$ cat src/rtl/trace_regs_pkg.sv
// Shared constants for the trace event register block: register map, CTRL/STATUS
// bit positions, sentinel values and FIFO entry layout.
package trace_regs_pkg;

  localparam int ADDR_W = 14;

  localparam logic [13:0] ADDR_CTRL      = 14'h0000;
  localparam logic [13:0] ADDR_STATUS    = 14'h0001;
  localparam logic [13:0] ADDR_TIMESTAMP = 14'h0002;
  localparam logic [13:0] ADDR_FIFO_DATA = 14'h0003;
  localparam logic [13:0] ADDR_DROP_CNT  = 14'h0004;
  localparam logic [13:0] ADDR_THRESH    = 14'h0005;
  // Address the slave presents on a read/write collision; never decoded.
  localparam logic [13:0] ADDR_COLLISION = 14'h1ADE;

  localparam int CTRL_EN_BIT    = 0;
  localparam int CTRL_FLUSH_BIT = 1;
  localparam int CTRL_TSCLR_BIT = 2;

  localparam int STATUS_COUNT_W   = 11;
  localparam int STATUS_EMPTY_BIT = 16;
  localparam int STATUS_FULL_BIT  = 17;
  localparam int STATUS_OVF_BIT   = 18;

  localparam logic [31:0] UNMAPPED_DATA = 32'hDEADBEEF;

  localparam int ENTRY_VALID_W = 1;
  localparam int ENTRY_ID_W    = 7;
  localparam int ENTRY_TS_W    = 24;
  localparam int ENTRY_W       = ENTRY_VALID_W + ENTRY_ID_W + ENTRY_TS_W;

  function automatic logic [ENTRY_W-1:0] make_entry(input logic [ENTRY_ID_W-1:0] id,
                                                    input logic [ENTRY_TS_W-1:0] ts);
    return {1'b1, id, ts};
  endfunction

endpackage

$ cat src/rtl/trace_sync_fifo.sv
// Single-clock show-ahead FIFO with synchronous flush; pointers carry one extra
// bit so full and empty are distinguishable.
module trace_sync_fifo
  import trace_regs_pkg::*;
#(
  parameter int DEPTH = 64,
  parameter int WIDTH = 32
) (
  input  logic                       clk,
  input  logic                       rst_n,
  input  logic                       push,
  input  logic                       pop,
  input  logic                       flush,
  input  logic [WIDTH-1:0]           din,
  output logic [WIDTH-1:0]           dout,
  output logic [$clog2(DEPTH):0]     count,
  output logic                       full,
  output logic                       empty
);

  localparam int AW = $clog2(DEPTH);
  localparam logic [AW:0] PTR_ONE = {{AW{1'b0}}, 1'b1};

  logic [WIDTH-1:0] mem_r [DEPTH];
  logic [AW:0]      wr_ptr_r;
  logic [AW:0]      rd_ptr_r;
  logic             do_push_s;
  logic             do_pop_s;
  logic             full_s;
  logic             empty_s;

  // Status flags and qualified push/pop; a pop on a full FIFO frees the slot the push takes.
  always_comb begin
    empty_s   = (wr_ptr_r == rd_ptr_r);
    full_s    = (wr_ptr_r[AW] != rd_ptr_r[AW]) && (wr_ptr_r[AW-1:0] == rd_ptr_r[AW-1:0]);
    do_pop_s  = pop & ~empty_s;
    do_push_s = push & (~full_s | do_pop_s);
  end

  // Pointer update; flush overrides any push or pop in the same cycle.
  always_ff @(posedge clk or negedge rst_n) begin
    if (!rst_n) begin
      wr_ptr_r <= {(AW+1){1'b0}};
      rd_ptr_r <= {(AW+1){1'b0}};
    end else if (flush) begin
      wr_ptr_r <= {(AW+1){1'b0}};
      rd_ptr_r <= {(AW+1){1'b0}};
    end else begin
      if (do_push_s) begin
        wr_ptr_r <= wr_ptr_r + PTR_ONE;
      end
      if (do_pop_s) begin
        rd_ptr_r <= rd_ptr_r + PTR_ONE;
      end
    end
  end

  // Storage array; contents are don't-care once the pointers are reset.
  always_ff @(posedge clk) begin
    if (do_push_s && !flush) begin
      mem_r[wr_ptr_r[AW-1:0]] <= din;
    end
  end

  assign dout  = mem_r[rd_ptr_r[AW-1:0]];
  assign count = wr_ptr_r - rd_ptr_r;
  assign full  = full_s;
  assign empty = empty_s;

endmodule

$ cat src/rtl/trace_event_regs.sv
// Trace event register block: timestamps monitor events into a FIFO drained via
// pop-on-read. Optional threshold interrupt and THRESH register under TRACE_IRQ_EN.
module trace_event_regs
  import trace_regs_pkg::*;
#(
  parameter int FIFO_DEPTH = 64,
  parameter int TS_WIDTH   = 24
) (
  input  logic        S_AXI_ACLK,
  input  logic        S_AXI_ARESETN,
  input  logic [13:0] slv_reg_addr,
  input  logic        slv_reg_addr_vld,
  input  logic [31:0] slv_reg_out,
  input  logic        slv_reg_out_vld,
  output logic [31:0] slv_reg_in,
  output logic        slv_reg_in_vld,
  input  logic        evt_valid,
  input  logic [6:0]  evt_id,
  output logic        evt_ready,
  output logic        trace_irq
);

  localparam int CNT_W = $clog2(FIFO_DEPTH) + 1;

  logic              en_r;
  logic [31:0]       ts_r;
  logic              ovf_r;
  logic [31:0]       drop_cnt_r;

  logic              rd_s;
  logic              wr_s;
  logic              wr_ctrl_s;
  logic              wr_status_s;
  logic              wr_drop_s;
  logic              flush_s;
  logic              tsclr_s;
  logic              push_s;
  logic              pop_s;
  logic              drop_s;
  logic [31:0]       entry_s;
  logic [31:0]       fifo_dout_s;
  logic [CNT_W-1:0]  fifo_count_s;
  logic              full_s;
  logic              empty_s;
  logic [STATUS_COUNT_W-1:0] count_ext_s;
  logic [31:0]       status_s;
  logic [31:0]       rdata_s;
  logic              unused_s;

  assign unused_s = ^slv_reg_out[31:11];

  // Bus decode and event qualification; collision address never writes.
  always_comb begin
    rd_s        = slv_reg_addr_vld & ~slv_reg_out_vld;
    wr_s        = slv_reg_addr_vld & slv_reg_out_vld & (slv_reg_addr != ADDR_COLLISION);
    wr_ctrl_s   = wr_s & (slv_reg_addr == ADDR_CTRL);
    wr_status_s = wr_s & (slv_reg_addr == ADDR_STATUS);
    wr_drop_s   = wr_s & (slv_reg_addr == ADDR_DROP_CNT);
    flush_s     = wr_ctrl_s & slv_reg_out[CTRL_FLUSH_BIT];
    tsclr_s     = wr_ctrl_s & slv_reg_out[CTRL_TSCLR_BIT];
    pop_s       = rd_s & (slv_reg_addr == ADDR_FIFO_DATA) & ~empty_s;
    // A flush discards a coincident event outright, so it is neither pushed nor dropped.
    push_s      = en_r & evt_valid & ~flush_s;
    drop_s      = push_s & full_s & ~pop_s;
    entry_s     = make_entry(evt_id, ts_r[TS_WIDTH-1:0]);
  end

  trace_sync_fifo #(
    .DEPTH (FIFO_DEPTH),
    .WIDTH (ENTRY_W)
  ) u_fifo (
    .clk   (S_AXI_ACLK),
    .rst_n (S_AXI_ARESETN),
    .push  (push_s),
    .pop   (pop_s),
    .flush (flush_s),
    .din   (entry_s),
    .dout  (fifo_dout_s),
    .count (fifo_count_s),
    .full  (full_s),
    .empty (empty_s)
  );

  // CTRL enable bit.
  always_ff @(posedge S_AXI_ACLK or negedge S_AXI_ARESETN) begin
    if (!S_AXI_ARESETN) begin
      en_r <= 1'b0;
    end else if (wr_ctrl_s) begin
      en_r <= slv_reg_out[CTRL_EN_BIT];
    end
  end

  // Free-running timestamp; clear wins over increment.
  always_ff @(posedge S_AXI_ACLK or negedge S_AXI_ARESETN) begin
    if (!S_AXI_ARESETN) begin
      ts_r <= 32'd0;
    end else if (tsclr_s) begin
      ts_r <= 32'd0;
    end else if (en_r) begin
      ts_r <= ts_r + 32'd1;
    end
  end

  // Sticky overflow flag; a new drop takes precedence over a clearing write.
  always_ff @(posedge S_AXI_ACLK or negedge S_AXI_ARESETN) begin
    if (!S_AXI_ARESETN) begin
      ovf_r <= 1'b0;
    end else if (drop_s) begin
      ovf_r <= 1'b1;
    end else if (wr_status_s) begin
      ovf_r <= 1'b0;
    end
  end

  // Saturating drop counter; clear coincident with a drop restarts at one.
  always_ff @(posedge S_AXI_ACLK or negedge S_AXI_ARESETN) begin
    if (!S_AXI_ARESETN) begin
      drop_cnt_r <= 32'd0;
    end else if (wr_drop_s && drop_s) begin
      drop_cnt_r <= 32'd1;
    end else if (wr_drop_s) begin
      drop_cnt_r <= 32'd0;
    end else if (drop_s && (drop_cnt_r != 32'hFFFF_FFFF)) begin
      drop_cnt_r <= drop_cnt_r + 32'd1;
    end
  end

`ifdef TRACE_IRQ_EN
  logic [STATUS_COUNT_W-1:0] thresh_r;
  logic                      irq_r;

  // THRESH register.
  always_ff @(posedge S_AXI_ACLK or negedge S_AXI_ARESETN) begin
    if (!S_AXI_ARESETN) begin
      thresh_r <= 11'd0;
    end else if (wr_s && (slv_reg_addr == ADDR_THRESH)) begin
      thresh_r <= slv_reg_out[STATUS_COUNT_W-1:0];
    end
  end

  // Level interrupt, registered one cycle behind the fill-level condition.
  always_ff @(posedge S_AXI_ACLK or negedge S_AXI_ARESETN) begin
    if (!S_AXI_ARESETN) begin
      irq_r <= 1'b0;
    end else begin
      irq_r <= en_r & (thresh_r != 11'd0) & (count_ext_s >= thresh_r);
    end
  end

  assign trace_irq = irq_r;
`else
  assign trace_irq = 1'b0;
`endif

  // STATUS image with the FIFO count zero-extended to the 11-bit field.
  always_comb begin
    count_ext_s = 11'd0;
    count_ext_s[CNT_W-1:0] = fifo_count_s;
    status_s = 32'd0;
    status_s[STATUS_COUNT_W-1:0] = count_ext_s;
    status_s[STATUS_EMPTY_BIT]   = empty_s;
    status_s[STATUS_FULL_BIT]    = full_s;
    status_s[STATUS_OVF_BIT]     = ovf_r;
  end

  // Combinational read mux so the read handshake completes in the strobe cycle.
  always_comb begin
    rdata_s = 32'd0;
    if (rd_s) begin
      case (slv_reg_addr)
        ADDR_CTRL:      rdata_s = {31'd0, en_r};
        ADDR_STATUS:    rdata_s = status_s;
        ADDR_TIMESTAMP: rdata_s = ts_r;
        ADDR_FIFO_DATA: rdata_s = empty_s ? 32'd0 : fifo_dout_s;
        ADDR_DROP_CNT:  rdata_s = drop_cnt_r;
`ifdef TRACE_IRQ_EN
        ADDR_THRESH:    rdata_s = {21'd0, thresh_r};
`endif
        default:        rdata_s = UNMAPPED_DATA;
      endcase
    end else begin
      rdata_s = 32'd0;
    end
  end

  assign slv_reg_in     = rdata_s;
  assign slv_reg_in_vld = rd_s;
  assign evt_ready      = en_r;

endmodule

$ cat config.mk
export PLATFORM = sky130hd
export DESIGN_NAME = trace_event_regs
export DESIGN_NICKNAME = d
export VERILOG_FILES = /design/src/rtl/trace_regs_pkg.sv /design/src/rtl/trace_sync_fifo.sv /design/src/rtl/trace_event_regs.sv
export SDC_FILE = /design/constraint.sdc
export NUM_CORES = 2
export LEC_CHECK = 0
export BUFFER_PORTS_ARGS = -buffer_cell sky130_fd_sc_hd__clkbuf_2
export CAP_MARGIN = 20
export CORE_UTILIZATION = 57
export DETAILED_ROUTE_END_ITERATION = 16
export HOLD_SLACK_MARGIN = 0.1
export PLACE_DENSITY = 0.76
export RECOVER_POWER = 100
export SKIP_CTS_REPAIR_TIMING = 1
export SLEW_MARGIN = 20
export SYNTH_ARGS = -nofsm -noshare
export SYNTH_HDL_FRONTEND = slang
export SYNTH_SLANG_ARGS = --single-unit
$ cat constraint.sdc
create_clock -name S_AXI_ACLK -period 4.7 [get_ports S_AXI_ACLK]
set_input_delay 0.235 -clock S_AXI_ACLK [delete_from_list [all_inputs] [get_ports S_AXI_ACLK]]
set_output_delay 0.235 -clock S_AXI_ACLK [all_outputs]
set_load 0.05 [all_outputs]
* Word level (Yosys, flattened, before mapping)
Memories as Yosys holds them, arrays and structs flattened. Index checks and enable logic that the tools add are counted.
Storage, ports and cells: register bits 80, memory bits (writable) 1984, input bits 58, output and inout port bits 35, logic and storage cells 70, memories 1
Cells by class: add/subtract/negate cells 5, equality and inequality tests 9, mux-type cells 16, bitwise operators 22, reductions and logical operators 11
Memories:
- u_fifo.mem_r | words 64, width 31, rd ports 1, clocked after memory_dff 0, wr ports 1, RTL line trace_sync_fifo.sv:24 | logic [WIDTH-1:0] mem_r [DEPTH];
Operators by type and width (count):
- 32-bit 2-to-1 mux | 7
- 32-bit case mux with 5 select lines | 1
- 32-bit by 1-bit adder with 32-bit output (second input constant) | 2
- 32-bit inequality test (second input constant) | 1
- 14-bit by 2-bit == test with 1-bit output (second input constant) | 2
- 7-bit 2-to-1 mux | 4
- 1-bit bitwise AND | 16
- 7-bit by 1-bit adder with 7-bit output (second input constant) | 2
- 14-bit by 1-bit == test with 1-bit output (second input constant) | 1
- 14-bit by 3-bit == test with 1-bit output (second input constant) | 1
- 14-bit zero test | 1
- 14-bit by 13-bit inequality test with 1-bit output (second input constant) | 1
- 2-bit nonzero test | 4
- 7-bit == test | 1
- 7-bit subtractor | 1
- 6-bit == test | 1
- 1-bit inverter | 5
- 1-bit logical AND | 4
- 1-bit 2-to-1 mux | 4
- 3-bit nonzero test | 1
- 1-bit zero test | 1
- 1-bit inequality test | 1
- 1-bit bitwise OR | 1

* Logic depth before layout (Yosys ltp)
depth in word-level cells 12, depth in mapped cells 15, gate-level depth less buffers 10

* Hierarchy
From an unflattened synthesis, not the netlist that was laid out.
Unflattened totals: cell total of the unflattened synthesis 4015, area, all modules 83447.5 um^2
By module, submodules not included:
- trace_sync_fifo | times used 1, cells each 3501, area an instance 79124.6 um^2, seq. area each 61849.3 um^2
- trace_event_regs | times used 1, cells each 514, area an instance 4322.9 um^2, seq. area each 1651.6 um^2

* Worst setup path after synthesis
No wires, ideal clock.
path kind reg2reg, from register u_fifo.rd_ptr_r[1], to memory u_fifo.mem_r[63][0] (netlist name) (enable), library setup time 0.419 ns, arrival 4.409 ns, data required time 4.281 ns, slack -0.128 ns, stages on the path, launching flop included 15, path buffers 7, period minus slack after synthesis 4.828 ns, cell sequence dfrtp_1 buf_2 buf_2 buf_2 buf_1 buf_2 inv_1 ha_1 nand4_1 nor3_2 o41ai_1 buf_2 nand3_1 clkbuf_1 nor2_1
Between the ends: longest elaborated chain between the ends 9, elaborated cells on any way between the ends 12, classes of those cells eq/ne (2); mux (2); bitwise (6); reduce/logical (2)
Ends and longest elaborated chain:
- start: declaration | RTL line trace_sync_fifo.sv:26 | logic [AW:0] rd_ptr_r;
- start signal: assignment | RTL line trace_sync_fifo.sv:44 | rd_ptr_r <= {(AW+1){1'b0}};
- start signal: assignment | RTL line trace_sync_fifo.sv:47 | rd_ptr_r <= {(AW+1){1'b0}};
- start signal: assignment | RTL line trace_sync_fifo.sv:53 | rd_ptr_r <= rd_ptr_r + PTR_ONE;
- 7-bit == test | RTL line trace_sync_fifo.sv:34 | empty_s = (wr_ptr_r == rd_ptr_r);
- 1-bit inverter | RTL line trace_sync_fifo.sv:36, trace_event_regs.sv:61
- 1-bit bitwise AND | RTL line trace_event_regs.sv:61 | pop_s = rd_s & (slv_reg_addr == ADDR_FIFO_DATA) & ~empty_s;
- 1-bit bitwise AND | RTL line trace_sync_fifo.sv:36 | do_pop_s = pop & ~empty_s;
- 1-bit bitwise OR (*) | RTL line trace_sync_fifo.sv:37 | do_push_s = push & (~full_s | do_pop_s);
- 1-bit bitwise AND (*) | RTL line trace_sync_fifo.sv:37
- 1-bit logical AND (*) | RTL line trace_sync_fifo.sv:60 | if (do_push_s && !flush) begin
- 1-bit 2-to-1 mux (*) | RTL line trace_sync_fifo.sv:60
- 1-bit 2-to-1 mux (implied by the code) (*) | RTL line trace_sync_fifo.sv:61 | mem_r[wr_ptr_r[AW-1:0]] <= din;
- end: declaration | RTL line trace_sync_fifo.sv:24
Every way passes the cells marked *; elsewhere a longest branch is shown, timed or not.

* Worst setup path in the final report
from register u_fifo.rd_ptr_r[1], to output port slv_reg_in[21]
Between the ends: longest elaborated chain between the ends 4, elaborated cells on any way between the ends 5, classes of those cells eq/ne (1); mux (3); memory (1)
Ends and longest elaborated chain:
- memory 64 x 31 bit or 7-bit == test (tied branches)
- 32-bit 2-to-1 mux (*) | RTL line trace_event_regs.sv:174 | ADDR_FIFO_DATA: rdata_s = empty_s ? 32'd0 : fifo_dout_s;
- 32-bit case mux with 5 select lines (*) | RTL line trace_event_regs.sv:170 | case (slv_reg_addr)
- 32-bit 2-to-1 mux (*) | RTL line trace_event_regs.sv:169 | if (rd_s) begin
- end: declaration | RTL line trace_event_regs.sv:15 | output logic [31:0] slv_reg_in,
Marked as above.

==> results.json <==
{
  "end_kind": "primary output",
  "avgSynthCellArea_um2": 19.51,
  "path_clk_slew_ps": 60,
  "area_growth_pct": 12.77,
  "synth_compound_area_share_pct": 4.315,
  "path_buf_inv": 3,
  "dr.pass1.iters": 7,
  "pwr-share-clk_pct": 43.0,
  "rr_endpoint": "u_fifo.mem_r[31][27]",
  "period_share_pct": 99.69,
  "ys_top_cells_by_count": "edfxtp_1, mux4_2, mux2i_1",
  "ys_top_cells_by_area": "edfxtp_1, mux4_2, mux2i_1",
  "yosysWarnings": 0,
  "tritoncts": "built",
  "die_h_um": 379.1,
  "portBuffers": 62,
  "status": "complete, but fails checks",
  "routed_wl_mm": 217.9,
  "synth_simple_gate_area_share_pct": 3.750,
  "drc_errors": 0,
  "slew_headroom_pct": -127.1,
  "critPathMaxStageDelay_ps": 780,
  "synth_mux_area_share_pct": 13.82,
  "synthArstFlopShare_pct": 3.876,
  "switching_share_pct": 19.40,
  "antenna_found_initial": 6,
  "drt_iter0_markers": 6431,
  "rows": 137,
  "drv_slew": 907,
  "p_sw_mw": 6.930,
  "min_to": "drop_cnt_r[25]",
  "clock_latency_ps": 820,
  "setup_viol": 0,
  "hold_start": "slv_reg_addr[12]",
  "synthCells": 4153,
  "root_buffer": "clkbuf_16",
  "rr_worst_depth": 9,
  "rsz0062_at_grt": "no",
  "layout.nets": 4484,
  "p_per_area_mw_per_mm2": 390.9,
  "grt_overflow": 0,
  "fillers": 8988,
  "cts_buffer_depth": 3,
  "crit_type": "register to primary output",
  "internal-power_mw": 28.80,
  "initial_core_util_pct": 57.80,
  "wl_per_cell_um": 33.81,
  "max_freq_mhz": 213.4,
  "gp_congestion": 0.9562,
  "io_pins": 93,
  "synth_edf_count": 1984,
  "synthDistinctLibCells": 72,
  "cp.required_ps": 4470,
  "cp_cell_sequence": "buf_12, nor2b_2, buf_4, a221oi_1, o311ai_0, o32a_1, o21ai_0, clkbuf_2",
  "cts.sinks": 2064,
  "ant_nets": 0,
  "vdd_drop_max_v": 0.0003609,
  "synth_fp_nets": 4222,
  "synth_top_area_cell": "edfxtp_1",
  "synth_fa_ha_area_share_pct": 0.1791,
  "cp_max_fo": 53,
  "cp.arrival_ps": 4450,
  "p_seq_share_pct": 56.0,
  "worst_pin_slew_ps": 3406,
  "dominantRegCellSynth": "edfxtp_1",
  "final_util_pct": 65.18,
  "netlist.area_leader.share_pct": 73.51,
  "hold_path_depth": 6,
  "failed_checks": "capacitance limit, slew limit",
  "r2r_slack_ps": 30,
  "die_area_mm2": 0.1437,
  "synth-xor-area-share_pct": 0.5403,
  "drive_above_1_share_pct": 21.92,
  "grt_usage_pct": 30.53,
  "grt_max_degree": 117,
  "cap_violations": 18,
  "num_vias": 44390,
  "crit_slowest_cell": "o311ai_0",
  "cp_top_family": "compound AO/OA/AOI/OAI gates",
  "combPwrFrac_pct": 1.0,
  "synth-seq-area-share_pct": 75.98,
  "grt_pass1_wl_mm": 307.9,
  "start_kind": "register",
  "hold_viol_final": 0,
  "core_mm2": 0.1402,
  "leakage_nw": 23.21,
  "synth_top_family_by_area": "multiplexers",
  "grt_pass1_vias": 43840,
  "ys_ff_latch": 2064,
  "hpwl_mm": 123.8,
  "cts.htree.levels": 4,
  "whs_ps": 135.3,
  "synth.cell_area_mm2": 0.08104,
  "min_period_ps": 4685,
  "die_w_um": 379.1,
  "yosysMostFrequentCell": "edfxtp_1",
  "final.setup_skew_ps": 30.41,
  "hp-class": "input pin to register",
  "reg2reg_from": "u_fifo.rd_ptr_r[2]",
  "cts_buffers": 195,
  "vias_per_cell": 6.889
}
logic make-up after synthesis:
kind of cell             count (synthesis)
adder cells (fa/ha/maj)                 11
AO/OA/AOI/OAI                          511
flip-flops                            2064
other                                    1
AND/OR/NAND/NOR                        636
multiplexers                           634
buffers and inverters                  246
XOR/XNOR                                50
state kept, by name, summed over array words and instances (netlist names):
signal / flops
u_fifo.rd_ptr_r: 7
ts_r: 32
u_fifo.wr_ptr_r: 7
u_fifo.mem_r: 1984
drop_cnt_r: 32
evt_ready: 1
ovf_r: 1
cell usage in the layout, fill, tap and decap left out, types with 37 or more instances in the layout:
cell type | Yosys | final
mux4_2 | 387 | 387
nand2_1 | 188 | 188
edfxtp_1 | 1984 | 1984
clkbuf_1 | 125 | 75
a221oi_1 | 37 | 37
nand3_1 | 74 | 73
clkinv_1 | 1 | 53
clkbuf_2 | 2 | 72
nor2_1 | 186 | 138
o221ai_1 | 40 | 40
buf_4 | 44 | 97
clkbuf_16 | 0 | 202
o22ai_1 | 37 | 37
mux2i_1 | 239 | 239
buf_12 | 0 | 46
o21ai_0 | 73 | 71
nand4_1 | 38 | 38
a22oi_1 | 87 | 87
dfrtp_1 | 80 | 57
a21oi_1 | 115 | 115
per-stage QoR:
stage / total power [mW] / worst slack [ps] / instance area (um^2) / TNS [ps] / instances
final: 35.73 / 14.54 / 91390 / 0 / 6444
after global routing: 36.47 / 5.864 / 91390 / 0 / 6442
after CTS: 35.79 / -86.25 / 91920 / -189.6 / 6429
after detailed placement: 20.74 / 796.3 / 85730 / 0 / 6081
after global placement: 20.73 / 769.8 / 85730 / 0 / 6081
after floorplan: 20.53 / -127.7 / 81040 / -30410 / 4153
area by class of cell:
type	count	area [um^2]	area share (%)
antenna	2	5.005	0.005476
clock buffer	247	5243	5.736
clock inverter	101	942.2	1.031
inverter	13	50.05	0.05476
multi-input combinational	1843	18570	20.32
sequential	2064	61620	67.42
tap	1876	2347	2.568
timing repair buffer	298	2615	2.861
worst register-to-register path: stages (launching register included):
cell      delay (ps)
dfrtp_4          650
clkinv_2         160
ha_1             380
nand4_1          160
nor3_2            90
o41ai_1          370
nand3_1          120
clkbuf_1         480
nor2_1           920
clkbuf_2         930
worst max-delay path by stage:
stage	from	endpoint	slack, ps	cells after the start
global route	u_fifo.rd_ptr_r[3]	slv_reg_in[14]	6	10
global placement	slv_reg_addr[8]	slv_reg_in[28]	770	6
CTS	u_fifo.rd_ptr_r[1]	slv_reg_in[6]	-90	9
finish	u_fifo.rd_ptr_r[1]	slv_reg_in[21]	10	8
detailed placement	u_fifo.rd_ptr_r[0]	slv_reg_in[12]	800	9
floorplan	u_fifo.rd_ptr_r[1]	u_fifo.mem_r[63][0]	-130	14
routing by layer:
layer | wire length (um) | up-vias | GRT usage [%]
met3 | 24800 | 569 | 6.420
met5 | 34 | - | 0
met1 | 78110 | 22960 | 41.22
li1 | - | 17710 | -
met4 | 10910 | 6 | 13.79
met2 | 104000 | 3146 | 48.29
power by group through the flow:
stage                     clock network, mW  registers (mW)  logic, mW
final                                  15.4            20.0      0.343
after global routing                   16.1            20.0      0.359
after CTS                              15.4            20.0      0.342
after detailed placement                  0            20.4      0.340
after global placement                    0            20.4      0.330
after floorplan                           0            20.4      0.101
No activity file was read; power rests on OpenSTA's default activity.
